## config.mk

```make
export PLATFORM = sky130hd
export DESIGN_NAME = craft_round_constants_rev
export DESIGN_NICKNAME = d
export VERILOG_FILES = /design/src/rtl/craft_round_constants_rev.sv
export SDC_FILE = /design/constraint.sdc
export NUM_CORES = 1
export LEC_CHECK = 0
export ABC_AREA = 1
export BUFFER_PORTS_ARGS = -buffer_cell sky130_fd_sc_hd__buf_4
export CORE_ASPECT_RATIO = 0.9
export CORE_UTILIZATION = 40
export CTS_CLUSTER_SIZE = 30
export DETAILED_ROUTE_END_ITERATION = 6
export HOLD_SLACK_MARGIN = 0.08
export PLACE_DENSITY = 0.66
export REMOVE_ABC_BUFFERS = 1
export SLEW_MARGIN = 20
export SYNTH_ARGS = -nofsm -noshare
export SYNTH_HDL_FRONTEND = slang
export SYNTH_SLANG_ARGS = --single-unit
```

## constraint.sdc

```tcl
create_clock -name clk -period 1.8 [get_ports clk]
set_input_delay 0 -clock clk [delete_from_list [all_inputs] [get_ports clk]]
set_output_delay 0 -clock clk [all_outputs]
set_load 0.005 [all_outputs]
```

## src/rtl/craft_round_constants_rev.sv

```systemverilog
// Reverse-order CRAFT round constants: seeks forward to RC_{N-1}, then steps the LFSRs backward one round per advance.
// First constant NUM_ROUNDS-1 cycles after start; advance is a take-strobe and the outputs hold while it stays low.
module craft_round_constants_rev #(
   parameter int NUM_ROUNDS = 32
) (
   input  logic       clk,
   input  logic       rst_n,
   input  logic       start,
   input  logic       advance,
   input  logic       abort,
   output logic       busy,
   output logic       valid,
   output logic [7:0] rc,
   output logic [7:0] rc_next,
   output logic [4:0] round,
   output logic       last,
   output logic       done
);

   typedef enum logic [1:0] {IDLE, SEEK, RUN} state_t;

   // cnt value at the start of the final seek cycle (unused when NUM_ROUNDS==1)
   localparam logic [4:0] SEEK_LAST = 5'(NUM_ROUNDS - 2);

   state_t     state;
   logic [3:0] a;
   logic [2:0] b;
   logic [4:0] cnt;

   logic [3:0] a_fwd, a_inv;
   logic [2:0] b_fwd, b_inv;

   assign a_fwd = {a[2] ^ a[1], a[1] ^ a[0], a[3], a[2]};
   assign b_fwd = {b[2] ^ b[1], b[1] ^ b[0], b[2]};
   assign a_inv = {a[1], a[0], a[3] ^ a[0], a[2] ^ a[3] ^ a[0]};
   assign b_inv = {b[0], b[2] ^ b[0], b[1] ^ b[2] ^ b[0]};

   always_ff @(posedge clk or negedge rst_n) begin
      if (!rst_n) begin
         state <= IDLE;
         a     <= 4'h1;
         b     <= 3'h1;
         cnt   <= 5'd0;
         done  <= 1'b0;
      end else begin
         done <= 1'b0;
         if (abort) begin
            state <= IDLE;
            a     <= 4'h1;
            b     <= 3'h1;
            cnt   <= 5'd0;
         end else begin
            case (state)
               IDLE: begin
                  if (start) begin
                     a     <= 4'h1;
                     b     <= 3'h1;
                     cnt   <= 5'd0;
                     state <= (NUM_ROUNDS > 1) ? SEEK : RUN;
                  end
               end
               SEEK: begin
                  a   <= a_fwd;
                  b   <= b_fwd;
                  cnt <= cnt + 5'd1;
                  if (cnt == SEEK_LAST)
                     state <= RUN;
               end
               RUN: begin
                  if (advance) begin
                     if (cnt != 5'd0) begin
                        a   <= a_inv;
                        b   <= b_inv;
                        cnt <= cnt - 5'd1;
                     end else begin
                        state <= IDLE;
                        done  <= 1'b1;
                     end
                  end
               end
               default: state <= IDLE;
            endcase
         end
      end
   end

   assign busy    = (state != IDLE);
   assign valid   = (state == RUN);
   assign rc      = valid ? {a, 1'b0, b} : 8'h00;
   assign rc_next = (valid && cnt != 5'd0) ? {a_inv, 1'b0, b_inv} : 8'h00;
   assign round   = valid ? cnt : 5'd0;
   assign last    = valid && (cnt == 5'd0);

endmodule
```

==> results.cfg <==
[global_route]
grt_antenna_before_repair = 0
grt_pass1_vias = 1154
grt_overflow_total = 0
grt_pass1_wl_um = 5020
grt_use_total_pct = 20.7
grt_start_max_net_pins = 16

[detailed_routing]
drtAntennaViolNets = 0
drc = 0
wirelength_um = 3030
via_count = 1243
routedWlPerCell_um = 11.5
drt_iter0_drc = 31
first_pass_iters = 5
vias_per_cell = 4.73

[synth]
ys_ff_latch = 15
yosys_warnings = 0
synthArstFlopShare_pct = 100
yosysMostFrequentCell = nand2_1
synth-simple-area-share_pct = 32.5
synthDistinctLibCells = 25
synth_top_family_by_area = simple AND/OR/NAND/NOR gates
synth_compound_area_share_pct = 10.9
synthAdderAreaFrac_pct = 7.84
yosysTopAreaCell = dfrtp_1
synthMuxAreaShare_pct = 0
syn-instance-count = 185
synth_top_area_share_pct = 26.8
synthXorXnorAreaFrac_pct = 3.61
synthFlopType = dfrtp_1
ys_top_cells_by_count = nand2_1 (63), inv_1 (33), nor2_1 (17), dfrtp_1 (13), o21ai_0 (12)
synth_area_um2 = 1210
ys_seq_area_share_pct = 31.2
synth_edf_count = 0
avgSynthCellArea_um2 = 6.55
synth_area_leaders = dfrtp_1 (27%), nand2_1 (20%), inv_1 (10%)

[min_path]
hold_class = input pin to async pin

[clock_network]
cts-root-buf = clkbuf_4
clock_sinks = 15
clockBufferDepth = 2
cts_tree = done
cts_buffers = 3
htreeDepth = 1
clkLatencyLatePin_ns = 0.30
clkTransAtPathRegs_ns = 0.10

[timing]
fin_skew_ns = 0.00115
fin_crit_ns = 1.69
finalCritPeriodShare_pct = 93.8
setup_slack_ns = 0.112
fmax_ghz = 0.592
fin_tns_setup_ns = 0
hold_viol = 0
rsz0062_at_grt = no
setup_violations = 0
slew_viol_final = 0

[worst_setup_path]
reg2reg_depth = 8
critPathLaunchType = flop
worstPathArrival_ns = 1.69
crit_type = flop to output pin
r2r-end = cnt[4]
critPathRequiredTime_ns = 1.80
worstPathMaxFanout = 5
ff2ff_setup_slack_ns = 0.15
crit_path_end_kind = output pin
reg2reg_from = state[0]

[pwr]
peakVddDrop_uv = 518
power-per-cell-area_nw_per_um2 = 1460
p_leak_uw = 0.000916

[floorplanning]
die_area_um2 = 3260
num_rows = 18
core_um2 = 2820
fp.dieW_um = 60.0
start_util_pct = 43.1
io_pins = 30
die_h_um = 54.2

[placed_design]
io_buffer_count = 27
dpl.hpwl_um = 2310
gp_congestion = 0.828
dp_slack_ns = 0.0453

[layout]
utilization_pct = 56.1
synthToLayoutAreaGrowth_pct = 30.2
diodes = 0
nNetsFinal = 236
drive_gt1_share_pct = 22.9

[run_status]
status = finished, final reports clean

[job]
maxCapViolations = 0
-- metal layers --
layer  up-vias  global-route usage [%]  share of wire, %
li1        636                       -                 -
met1       575                    25.4                46
met2        27                    36.9                49
met3         5                    2.84               3.5
met4         0                    8.14               1.5
met5         -                       0                 0
-- worst max-delay path by stage --
stage / startpoint / endpoint / slack [ns] / cells after the start
after floorplan: state[0] / a[0] / 0.04 / 9
after global placement: state[0] / cnt[0] / 0.09 / 10
after detailed placement: state[0] / cnt[0] / 0.05 / 10
after CTS: state[0] / cnt[0] / 0.01 / 10
after global routing: state[0] / rc_next[1] / 0.004 / 7
final: state[0] / rc_next[1] / 0.11 / 7
-- cell families (layout without fill, tap and decap cells) --
| logic type | after synthesis | in the layout |
|---|---|---|
| compound gates | 25 | 25 |
| xor+xnor | 5 | 5 |
| fa+ha+maj | 7 | 7 |
| buf+inv | 38 | 75 |
| flops | 15 | 15 |
| other cells | 1 | 2 |
| simple gates | 94 | 94 |
-- through the flow --
step,hold slack (ns),instance area (um^2),total power [uW],cells
global route,0.0963,1580,2520,263
detailed placement,-0.128,1480,2010,255
global placement,-0.131,1480,1970,255
CTS,0.0875,1540,2230,262
floorplan,-0.296,1170,1470,181
finish,0.0767,1580,2300,263
-- power by group --
group / internal, uW / switching (uW)
combinational: 629 / 826
clock: 82.9 / 132
sequential: 462 / 167
total: 1170 / 1130
-- final cells by class --
cell class	count	area, um^2
fill	280	1240
multi-input combinational	133	701
sequential	15	378
timing repair buffer	38	297
inverter	33	126
tap	40	50.0
clock buffer	3	22.5
clock inverter	1	5.00
-- what timing repair did --
item / 4_1_cts / 5_1_grt
gates cloned: 0 / 0
hold buffers: 3 / 0
hold endpoints to repair: 18 / 0
endpoints found under the setup margin: 1 / 14
resized for setup: 1 / 8
setup buffers: 0 / 1
-- worst max-delay path: stages, from the launching register on --
cell,delay [ns]
dfrtp_1,0.44
inv_4,0.11
ha_4,0.17
inv_1,0.07
a21oi_1,0.11
o21ai_0,0.12
a31oi_1,0.22
buf_4,0.15
-- state kept, by name (all words and copies together) (netlist names) --
name,cells
done,1
state,2
a,4
b,3
cnt,5
-- cell usage in the layout, fill, tap and decap left out, types with 3 or more instances in the layout --
cell,instances
a21oi_1,7
buf_4,34
clkbuf_4,3
dfrtp_1,13
dlygate4sd3_1,3
ha_1,3
inv_1,31
nand2_1,63
nand3_1,7
nand3b_1,3
nor2_1,17
o21ai_0,12
o21ai_1,3
xnor2_1,3
(Power assumes the default switching activity.)
